## src/rtl/regfile_arb_pkg.sv

```systemverilog
// Shared constants, state encoding and helpers for the register-file arbiter.
package regfile_arb_pkg;

  localparam int ADDR_W   = 10;
  localparam int DATA_W   = 8;
  localparam int RF_DEPTH = 1024;
  localparam int ROW_W    = 5;
  localparam int COL_W    = 5;
  localparam int STAT_W   = 16;

  typedef enum logic [1:0] {
    SETTLE = 2'd0,
    INIT   = 2'd1,
    RUN    = 2'd2
  } state_t;

  function automatic logic [STAT_W-1:0] sat_inc(input logic [STAT_W-1:0] value);
    logic [STAT_W-1:0] result;
    if (value == {STAT_W{1'b1}}) begin
      result = value;
    end else begin
      result = value + {{(STAT_W-1){1'b0}}, 1'b1};
    end
    return result;
  endfunction

endpackage

```

## src/rtl/regfile_arbiter_rr_arbiter.sv

```systemverilog
// Round-robin arbiter: one-hot grant to the first request above the last winner.
module rr_arbiter #(
  parameter int N = 4
) (
  input  logic         clk,
  input  logic         reset,
  input  logic [N-1:0] req,
  input  logic         advance,
  output logic [N-1:0] grant
);

  localparam int PTR_W = (N > 1) ? $clog2(N) : 1;

  logic [PTR_W-1:0] ptr_r;
  logic [PTR_W-1:0] idx_s;
  logic [PTR_W-1:0] cand_s;
  logic             hit_s;
  logic             found_s;
  logic [N-1:0]     grant_s;

  // Scan from pointer+1 upward with wrap; the first valid request wins.
  always_comb begin
    idx_s   = ptr_r;
    cand_s  = ptr_r;
    hit_s   = 1'b0;
    found_s = 1'b0;
    for (int i = 1; i <= N; i++) begin
      cand_s  = PTR_W'((int'(ptr_r) + i) % N);
      hit_s   = !found_s && req[cand_s];
      idx_s   = hit_s ? cand_s : idx_s;
      found_s = found_s | hit_s;
    end
    grant_s        = {N{1'b0}};
    grant_s[idx_s] = found_s;
  end

  // Pointer remembers the last winner; reset value makes requester 0 first.
  always_ff @(posedge clk) begin
    if (reset) begin
      ptr_r <= PTR_W'(N - 1);
    end else if (advance && found_s) begin
      ptr_r <= idx_s;
    end else begin
      ptr_r <= ptr_r;
    end
  end

  assign grant = grant_s;

endmodule

```

## src/rtl/regfile_arbiter.sv

```systemverilog
// Shares a 1024x8 register file (1W/2R, registered read) among NUM_REQ requesters,
// zero-filling it after reset. Define REGFILE_ARB_STATS_EN for per-requester grant counters.
module regfile_arbiter
  import regfile_arb_pkg::*;
#(
  parameter int NUM_REQ       = 4,
  parameter int SETTLE_CYCLES = 4
) (
  input  logic                      clk,
  input  logic                      reset,
  input  logic [NUM_REQ-1:0]        req_valid,
  output logic [NUM_REQ-1:0]        req_ready,
  input  logic [NUM_REQ-1:0]        req_we,
  input  logic [NUM_REQ*ADDR_W-1:0] req_addr_a,
  input  logic [NUM_REQ*ADDR_W-1:0] req_addr_b,
  input  logic [NUM_REQ*DATA_W-1:0] req_wdata,
  output logic [NUM_REQ-1:0]        rsp_valid,
  output logic [DATA_W-1:0]         rsp_data1,
  output logic [DATA_W-1:0]         rsp_data2,
  output logic                      init_done,
  output logic [ADDR_W-1:0]         rf_wr_addr,
  output logic [ADDR_W-1:0]         rf_rd_addr1,
  output logic [ADDR_W-1:0]         rf_rd_addr2,
  output logic                      rf_wr_enable,
  output logic                      rf_rd_enable,
  output logic [DATA_W-1:0]         rf_in,
  input  logic [DATA_W-1:0]         rf_out1,
  input  logic [DATA_W-1:0]         rf_out2
`ifdef REGFILE_ARB_STATS_EN
  ,
  input  logic                      stat_clear,
  output logic [NUM_REQ*STAT_W-1:0] stat_grant_cnt
`endif
);

  localparam int SET_W = (SETTLE_CYCLES > 1) ? $clog2(SETTLE_CYCLES) : 1;
  localparam int CNT_W = ROW_W + COL_W;
  localparam logic [CNT_W-1:0] LAST_ADDR = CNT_W'(RF_DEPTH - 1);

  state_t             state_r;
  state_t             state_s;
  logic [SET_W-1:0]   settle_cnt_r;
  logic [CNT_W-1:0]   init_cnt_r;
  logic               init_done_r;
  logic [NUM_REQ-1:0] rsp_tag_r;

  logic [NUM_REQ-1:0] arb_req_s;
  logic [NUM_REQ-1:0] grant_s;
  logic               granted_s;
  logic               transfer_s;
  logic               sel_we_s;
  logic [ADDR_W-1:0]  sel_addr_a_s;
  logic [ADDR_W-1:0]  sel_addr_b_s;
  logic [DATA_W-1:0]  sel_wdata_s;

  // Next-state: wait for the register file to accept writes, zero-fill it, then serve.
  always_comb begin
    state_s = state_r;
    case (state_r)
      SETTLE: begin
        if (settle_cnt_r == SET_W'(SETTLE_CYCLES - 1)) begin
          state_s = INIT;
        end else begin
          state_s = SETTLE;
        end
      end
      INIT: begin
        if (init_cnt_r == LAST_ADDR) begin
          state_s = RUN;
        end else begin
          state_s = INIT;
        end
      end
      RUN:     state_s = RUN;
      default: state_s = SETTLE;
    endcase
  end

  // State, sequencing counters and the sticky init_done flag.
  always_ff @(posedge clk) begin
    if (reset) begin
      state_r      <= SETTLE;
      settle_cnt_r <= {SET_W{1'b0}};
      init_cnt_r   <= {CNT_W{1'b0}};
      init_done_r  <= 1'b0;
    end else begin
      state_r <= state_s;
      if (state_r == SETTLE) begin
        settle_cnt_r <= settle_cnt_r + SET_W'(1);
      end
      if (state_r == INIT) begin
        init_cnt_r <= init_cnt_r + CNT_W'(1);
      end
      if ((state_r == INIT) && (init_cnt_r == LAST_ADDR)) begin
        init_done_r <= 1'b1;
      end
    end
  end

  assign arb_req_s  = (state_r == RUN) ? req_valid : {NUM_REQ{1'b0}};
  assign transfer_s = |(req_valid & grant_s);
  assign granted_s  = |grant_s;

  rr_arbiter #(
    .N (NUM_REQ)
  ) u_rr (
    .clk     (clk),
    .reset   (reset),
    .req     (arb_req_s),
    .advance (transfer_s),
    .grant   (grant_s)
  );

  // AND-OR mux of the granted request; all zero when nobody is granted.
  always_comb begin
    sel_we_s     = 1'b0;
    sel_addr_a_s = {ADDR_W{1'b0}};
    sel_addr_b_s = {ADDR_W{1'b0}};
    sel_wdata_s  = {DATA_W{1'b0}};
    for (int i = 0; i < NUM_REQ; i++) begin
      sel_we_s     = sel_we_s | (grant_s[i] & req_we[i]);
      sel_addr_a_s = sel_addr_a_s | ({ADDR_W{grant_s[i]}} & req_addr_a[i*ADDR_W +: ADDR_W]);
      sel_addr_b_s = sel_addr_b_s | ({ADDR_W{grant_s[i]}} & req_addr_b[i*ADDR_W +: ADDR_W]);
      sel_wdata_s  = sel_wdata_s | ({DATA_W{grant_s[i]}} & req_wdata[i*DATA_W +: DATA_W]);
    end
  end

  // Register-file drive: zero-fill writes in INIT, granted operation in RUN.
  always_comb begin
    rf_wr_enable = 1'b0;
    rf_rd_enable = 1'b0;
    rf_wr_addr   = {ADDR_W{1'b0}};
    rf_rd_addr1  = {ADDR_W{1'b0}};
    rf_rd_addr2  = {ADDR_W{1'b0}};
    rf_in        = {DATA_W{1'b0}};
    case (state_r)
      INIT: begin
        rf_wr_enable = 1'b1;
        rf_wr_addr   = init_cnt_r;
      end
      RUN: begin
        if (granted_s && sel_we_s) begin
          rf_wr_enable = 1'b1;
          rf_wr_addr   = sel_addr_a_s;
          rf_in        = sel_wdata_s;
        end else if (granted_s) begin
          rf_rd_enable = 1'b1;
          rf_rd_addr1  = sel_addr_a_s;
          rf_rd_addr2  = sel_addr_b_s;
        end else begin
          rf_rd_enable = 1'b0;
        end
      end
      default: rf_wr_enable = 1'b0;
    endcase
  end

  // One-hot tag of the read granted this cycle; it aligns with the registered read data.
  always_ff @(posedge clk) begin
    if (reset) begin
      rsp_tag_r <= {NUM_REQ{1'b0}};
    end else begin
      rsp_tag_r <= grant_s & ~req_we;
    end
  end

  assign req_ready = grant_s;
  assign rsp_valid = rsp_tag_r;
  assign rsp_data1 = (|rsp_tag_r) ? rf_out1 : {DATA_W{1'b0}};
  assign rsp_data2 = (|rsp_tag_r) ? rf_out2 : {DATA_W{1'b0}};
  assign init_done = init_done_r;

`ifdef REGFILE_ARB_STATS_EN
  logic [STAT_W-1:0] stat_r [NUM_REQ];

  for (genvar g = 0; g < NUM_REQ; g++) begin : g_stat
    // Saturating grant counter; clear beats a same-cycle increment.
    always_ff @(posedge clk) begin
      if (reset || stat_clear) begin
        stat_r[g] <= {STAT_W{1'b0}};
      end else if (req_valid[g] && grant_s[g]) begin
        stat_r[g] <= sat_inc(stat_r[g]);
      end else begin
        stat_r[g] <= stat_r[g];
      end
    end
    assign stat_grant_cnt[g*STAT_W +: STAT_W] = stat_r[g];
  end
`endif

endmodule
```

## config.mk

```make
export PLATFORM = sky130hd
export DESIGN_NAME = regfile_arbiter
export DESIGN_NICKNAME = d
export VERILOG_FILES = /design/src/rtl/regfile_arb_pkg.sv /design/src/rtl/regfile_arbiter_rr_arbiter.sv /design/src/rtl/regfile_arbiter.sv
export SDC_FILE = /design/constraint.sdc
export NUM_CORES = 1
export LEC_CHECK = 0
export CORE_AREA = 5 5 86 88
export DETAILED_ROUTE_END_ITERATION = 12
export DIE_AREA = 0 0 91 93
export GPL_TIMING_DRIVEN = 1
export PLACE_DENSITY = 0.86
export SLEW_MARGIN = 0
export SYNTH_ARGS = -nofsm -noshare
export SYNTH_HDL_FRONTEND = slang
export SYNTH_SLANG_ARGS = --single-unit
export TNS_END_PERCENT = 100
```

## constraint.sdc

```tcl
create_clock -name clk -period 5.1 [get_ports clk]
set_input_delay 1.02 -clock clk [delete_from_list [all_inputs] [get_ports clk]]
set_output_delay 1.02 -clock clk [all_outputs]
set_load 0.02 [all_outputs]
```

# After elaboration in Yosys (flattened, before gate mapping)

Cells that the tools add are included.

Bits of input ports: 138
Output and inout bits: 65
Bits in registers: 21

Order comparisons: 6
Reduce and logical (&&, ||, !) cells: 14
Equality and inequality tests: 4
Muxes and demuxes: 35
Add/subtract/negate cells: 6
Bitwise operators: 35

Operator list:

| cell                                                        | count |
|---|---|
| AND 10 bit                                                  | 8 |
| 2-to-1 mux 10 bit                                           | 7 |
| OR 10 bit                                                   | 6 |
| AND 8 bit                                                   | 4 |
| 2-to-1 mux 8 bit                                            | 4 |
| OR 8 bit                                                    | 3 |
| one-hot mux 10 bit (2 select lines)                         | 1 |
| less-than comparator 2 x 3 -> 1 bit (second input constant) | 5 |
| AND 4 bit                                                   | 3 |
| OR reduction 4 bit                                          | 3 |
| adder 10 x 1 -> 10 bit (second input constant)              | 1 |
| == test 10 bit (second input constant)                      | 1 |
| 2-to-1 mux 1 bit                                            | 10 |
| 2-to-1 mux 2 bit                                            | 5 |
| binary-select mux 1 bit (select 2 bit)                      | 4 |
| logical AND 1 bit                                           | 7 |
| adder 2 x 1 -> 2 bit (second input constant)                | 3 |
| OR 1 bit                                                    | 6 |
| one-hot mux 2 bit (3 select lines)                          | 1 |
| adder 2 bit (second input constant)                         | 2 |
| AND 1 bit                                                   | 4 |
| == test 2 bit (second input constant)                       | 2 |
| 2-to-1 mux 4 bit                                            | 1 |
| NOT 4 bit                                                   | 1 |
| 6 further kinds                                             | 8 |

# Logic depth before layout (Yosys ltp)

Word-level depth: 25
Mapped depth: 10
Gate-level depth less buffers: 7

# Modules after synthesis

From an unflattened synthesis, not the netlist that was laid out.

Cell total of the unflattened synthesis: 282
Area total of the unflattened synthesis: 2180.8 µm²

Modules (own cells, without submodules):

| module          | area an instance (µm²) | instances | cells each |
|---|---|---|---|
| regfile_arbiter | 1839.3                 | 1         | 239 |
| rr_arbiter      | 341.6                  | 1         | 43 |

# Least setup slack after synthesis

Ideal clock, no wire load.

Kind: input-to-output
Start point: in req_valid[1]
End point: out rf_wr_addr[2]
Slack: 1.367 ns
Arrival: 2.713 ns
Buffers on the path: 2
Stages: 7
Path through: buf_2 -> nor2b_1 -> o32a_1 -> a21oi_1 -> buf_2 -> a222oi_1 -> a221oi_1

Cells in the longest elaborated chain, start to end: 24
Elaborated cells between the ends (all ways): 46
Those cells by class: 2 x order compare; 17 x mux; 18 x bitwise; 9 x reduce/logical

Ends and longest elaborated chain:

| item                                   | RTL line                         | text |
|---|---|---|
| start: declaration                     | regfile_arbiter.sv:11            | `input logic [NUM_REQ-1:0] req_valid,` |
| 2-to-1 mux 4 bit *                     | regfile_arbiter.sv:100           | `assign arb_req_s = (state_r == RUN) ? req_valid : {NUM_REQ{1'b0}};` |
| binary-select mux 1 bit (select 2 bit) | regfile_arbiter_rr_arbiter.sv:29 | `hit_s = !found_s && req[cand_s];` |
| 2-to-1 mux 1 bit (implied by the code) | regfile_arbiter_rr_arbiter.sv:29 |  |
| zero test 1 bit                        | regfile_arbiter_rr_arbiter.sv:29 |  |
| logical AND 1 bit                      | regfile_arbiter_rr_arbiter.sv:29 |  |
| OR 1 bit                               | regfile_arbiter_rr_arbiter.sv:31 | `found_s = found_s \| hit_s;` |
| zero test 1 bit                        | regfile_arbiter_rr_arbiter.sv:29 |  |
| logical AND 1 bit                      | regfile_arbiter_rr_arbiter.sv:29 |  |
| [6 not listed]                         | --                               |  |
| 2-to-1 mux 1 bit (implied by the code) | regfile_arbiter_rr_arbiter.sv:34 | `grant_s[idx_s] = found_s;` |
| demux 1 bit (select 2 bit)             | --                               |  |
| AND 4 bit (no line) *                  | --                               |  |
| AND 1 bit                              | regfile_arbiter.sv:121           | `sel_we_s = sel_we_s \| (grant_s[i] & req_we[i]);` |
| OR 1 bit (3 in series)                 | regfile_arbiter.sv:121           |  |
| logical AND 1 bit                      | regfile_arbiter.sv:142           | `if (granted_s && sel_we_s) begin` |
| 2-to-1 mux 10 bit *                    | regfile_arbiter.sv:142           |  |
| one-hot mux 10 bit (2 select lines) *  | regfile_arbiter.sv:136           | `case (state_r)` |
| end: declaration                       | regfile_arbiter.sv:21            | `output logic [ADDR_W-1:0] rf_wr_addr,` |

Mark *: on every way between the ends. The rest lies on a longest branch, timed or not. The select of a mux whose other input is x is not followed.

# Worst setup path in the final report

Start point: in req_valid[3]
End point: out rf_rd_addr1[8]

Cells in the longest elaborated chain, start to end: 24
Elaborated cells between the ends (all ways): 47
Those cells by class: 2 x order compare; 18 x mux; 18 x bitwise; 9 x reduce/logical

Ends and longest elaborated chain:

| item                                                          | RTL line                                       | text |
|---|---|---|
| 2-to-1 mux 4 bit *                                            | regfile_arbiter.sv:100                         |  |
| binary-select mux 1 bit (select 2 bit)                        | regfile_arbiter_rr_arbiter.sv:29               |  |
| 2-to-1 mux 1 bit (implied by the code)                        | regfile_arbiter_rr_arbiter.sv:29               |  |
| zero test 1 bit                                               | regfile_arbiter_rr_arbiter.sv:29               |  |
| logical AND 1 bit                                             | regfile_arbiter_rr_arbiter.sv:29               |  |
| OR 1 bit                                                      | regfile_arbiter_rr_arbiter.sv:31               |  |
| zero test 1 bit                                               | regfile_arbiter_rr_arbiter.sv:29               |  |
| logical AND 1 bit                                             | regfile_arbiter_rr_arbiter.sv:29               |  |
| [6 not listed]                                                | --                                             |  |
| 2-to-1 mux 1 bit (implied by the code)                        | regfile_arbiter_rr_arbiter.sv:34               |  |
| demux 1 bit (select 2 bit)                                    | --                                             |  |
| AND 4 bit (no line) *                                         | --                                             |  |
| AND 10 bit / AND 1 bit (equally long branches)                | regfile_arbiter.sv:122, regfile_arbiter.sv:121 |  |
| OR 10 bit / OR 1 bit (equally long branches) (3 in series)    | regfile_arbiter.sv:122, regfile_arbiter.sv:121 |  |
| 2-to-1 mux 10 bit / logical AND 1 bit (equally long branches) | regfile_arbiter.sv:146, regfile_arbiter.sv:142 |  |
| 2-to-1 mux 10 bit *                                           | regfile_arbiter.sv:142                         |  |
| 2-to-1 mux 10 bit *                                           | regfile_arbiter.sv:136                         |  |
| end: declaration                                              | regfile_arbiter.sv:22                          | `output logic [ADDR_W-1:0] rf_rd_addr1,` |

Marked as above.

==> flow_summary.yaml <==
sta:
  fmax_mhz: 207
  setup_tns_ps: 0
  fin_crit_ps: 4830
  relSlewSlack_pct: 45.7
  rsz0062_at_grt: "false"
  period_share_pct: 94.8
  fin_skew_ps: 1.35
  worstMarginPinSlew_ps: 808
  fin_ws_ps: 268
  slew_viol_final: 0
  setup_viol: 0
  hold_viol: 0
min_path:
  hold_end: "init_done"
  whs_path_depth: 2
  hold_start: "init_done"
  hold_path_class: "reg -> reg"
global_route:
  grt_pass1_wl_mm: 16.0
  grt_usage_pct: 22.9
  grt_pass1_vias: 3056
  antenna_found_initial: 0
  grt.overflow.total: 0
  grt_max_degree: 32
synth:
  syn_nets: 423
  async_reset_ff_share_pct: 0
  yosysTopAreaCell: "dfxtp_1"
  avgSynthCellArea_um2: 7.44
  seq_area_frac_synth_pct: 20.2
  syn_area_um2: 2080
  yosysMostFrequentCell: "nand2_1"
  synth_top_area_share_pct: 20.2
  ys_seq_elements: 21
  synth_area_leaders: "dfxtp_1 (20%), a222oi_1 (13%), nand2_1 (8.5%), a21oi_1 (6.5%), nor2b_1 (5.7%)"
  netlist_top_cells_count: "nand2_1 (47), a222oi_1 (28), a21oi_1 (27)"
  synthFlopType: "dfxtp_1"
  syn-instance-count: 279
  synth_edf_count: 0
  yosysWarnings: 0
  synth_cell_types: 43
place:
  dp_hpwl_mm: 8.22
  place.port_buffers: 202
  place_congestion: 0.827
  pre_cts_ws_ps: 286
detailed_routing:
  num_vias: 3067
  drcViolationCount: 0
  routed_via_density: 5.60
  wl_per_cell_um: 19.4
  ant_nets: 0
  first_pass_iters: 5
  drt-initial-drc-count: 210
  routed_wl_mm: 10.6
clock_tree:
  clkLatencyLatePin_ps: 260
  clkSlewWorstSetupHoldPaths_ps: 80
  clock_path_buffers: 2
  cts_num_sinks: 21
  ctsResizeCount: 0
  cts_tree: "done"
  cts_setup_buffers: 0
  cts_inserted_buffers: 3
  root_buffer: "clkbuf_8"
  hold_buffers: 0
  htree_num_levels: 1
flow_run:
  cap_viol_max_count: 0
floorplan:
  fp.dieW_um: 91
  dieArea_um2: 8460
  rows: 30
  pin_count: 203
  die_y_um: 93
  coreArea_um2: 6570
  start_util_pct: 31.6
power:
  power.leakage_nw: 1.33
  p_seq_share_pct: 40.3
  clkPwrFrac_pct: 26.0
  powerDensity_nw_per_um2: 102
  p_sw_mw: 0.103
  switching_share_pct: 23.8
  power_mw: 0.431
  p_int_mw: 0.329
  ir_drop_mv: 0.109
  comb_power_share_pct: 33.7
setup_path:
  worstPathArrival_ps: 3810
  reg2reg_setup_slack_ps: 3090
  reg2reg_to: "rsp_valid[1]"
  worstPathRequired_ps: 4080
  r2r-start: "state_r[0]"
  crit_fanout: 10
  path_class: "in -> out"
  start_kind: "input pin"
  endpoint_kind: "output pin"
  r2r_cells: 7
finish:
  drive_gt1_share_pct: 6.41
  synthToLayoutAreaGrowth_pct: 104
  final_nets: 613
  n_antenna_cell: 0
status:
  status: "finished clean"
## how the worst max path moves through the flow
stage,start,end,slack [ps],cells after the start
2_1_floorplan,req_valid[1],rf_wr_addr[2],1370,7
3_3_place_gp,req_valid[3],rf_rd_addr1[8],340,8
3_5_place_dp,req_valid[3],rf_rd_addr1[8],290,8
4_1_cts,req_valid[3],rf_rd_addr1[8],280,8
5_1_grt,req_valid[3],rf_rd_addr1[2],150,8
6_report,req_valid[3],rf_rd_addr1[8],270,8
## registers in the layout, indices dropped and copies added (netlist names)
name,count
rsp_valid,4
init_done,1
u_rr.ptr_r,2
state_r,2
settle_cnt_r,2
init_cnt_r,10
## per-stage QoR
stage	instances	utilization [%]	hold WS, ps	area (µm²)
final	548	64.4	467	4230
after global routing	548	64.4	494	4230
after CTS	548	64.3	470	4220
after detailed placement	544	63.6	448	4180
after global placement	544	63.6	436	4180
after floorplan	279	-	465	2080
## cell usage in the layout (no fill, tap or decap), drive strengths merged, types with 2 or more instances in the layout
| master | netlist | layout |
|---|---|---|
| a2111o | 2 | 2 |
| a21boi | 10 | 10 |
| a21oi | 39 | 39 |
| a221oi | 10 | 10 |
| a222oi | 28 | 28 |
| buf | 13 | 9 |
| clkbuf | 13 | 3 |
| clkdlybuf4s50 | 0 | 202 |
| dfxtp | 21 | 21 |
| ha | 6 | 6 |
| inv | 8 | 8 |
| mux2i | 2 | 2 |
| nand2 | 47 | 47 |
| nand3 | 5 | 5 |
| nand4 | 3 | 3 |
| nor2 | 16 | 16 |
| nor2b | 19 | 19 |
| nor3 | 3 | 3 |
| nor3b | 4 | 4 |
| nor4 | 2 | 2 |
| o21ai | 3 | 3 |
| or3 | 2 | 2 |
| xnor2 | 3 | 3 |
| xor2 | 6 | 6 |
## power by group through the flow
| stage | Sequential, mW | Combinational (mW) | Clock (mW) |
|---|---|---|---|
| global placement | 0.177 | 0.141 | 0 |
| floorplan | 0.177 | 0.0304 | 0 |
| global route | 0.175 | 0.155 | 0.119 |
| finish | 0.174 | 0.145 | 0.112 |
| CTS | 0.174 | 0.145 | 0.115 |
| detailed placement | 0.178 | 0.144 | 0 |
## cells by family after synthesis
logic type,Yosys count,synth area share [%]
compound gates,103,40.0
flops,21,20.2
fa+ha+maj,6,3.61
mux,2,0.964
buf+inv,34,7.89
xor+xnor,9,3.80
simple gates,104,23.5
## critical path, cell delays in order
cell,delay [ps]
clkdlybuf4s50_1,640
nor2_1,110
o211a_1,230
a32o_1,300
a2111o_1,500
buf_4,250
a21oi_1,130
clkdlybuf4s50_1,630
## layout make-up
type / instances / area, µm²
well taps: 80 / 100
clock inverters: 1 / 5.00
inverters: 8 / 30.0
fillers: 580 / 2340
multi-input cells: 224 / 1520
repair buffers: 211 / 2110
flip-flops and latches: 21 / 420
clock buffers: 3 / 41.3
## routing by layer
layer,wire (µm),track usage (%)
met1,4210,27.3
met2,5440,41.3
met3,743,4.91
met4,214,6.11
met5,0,0
(Power assumes the default switching activity.)
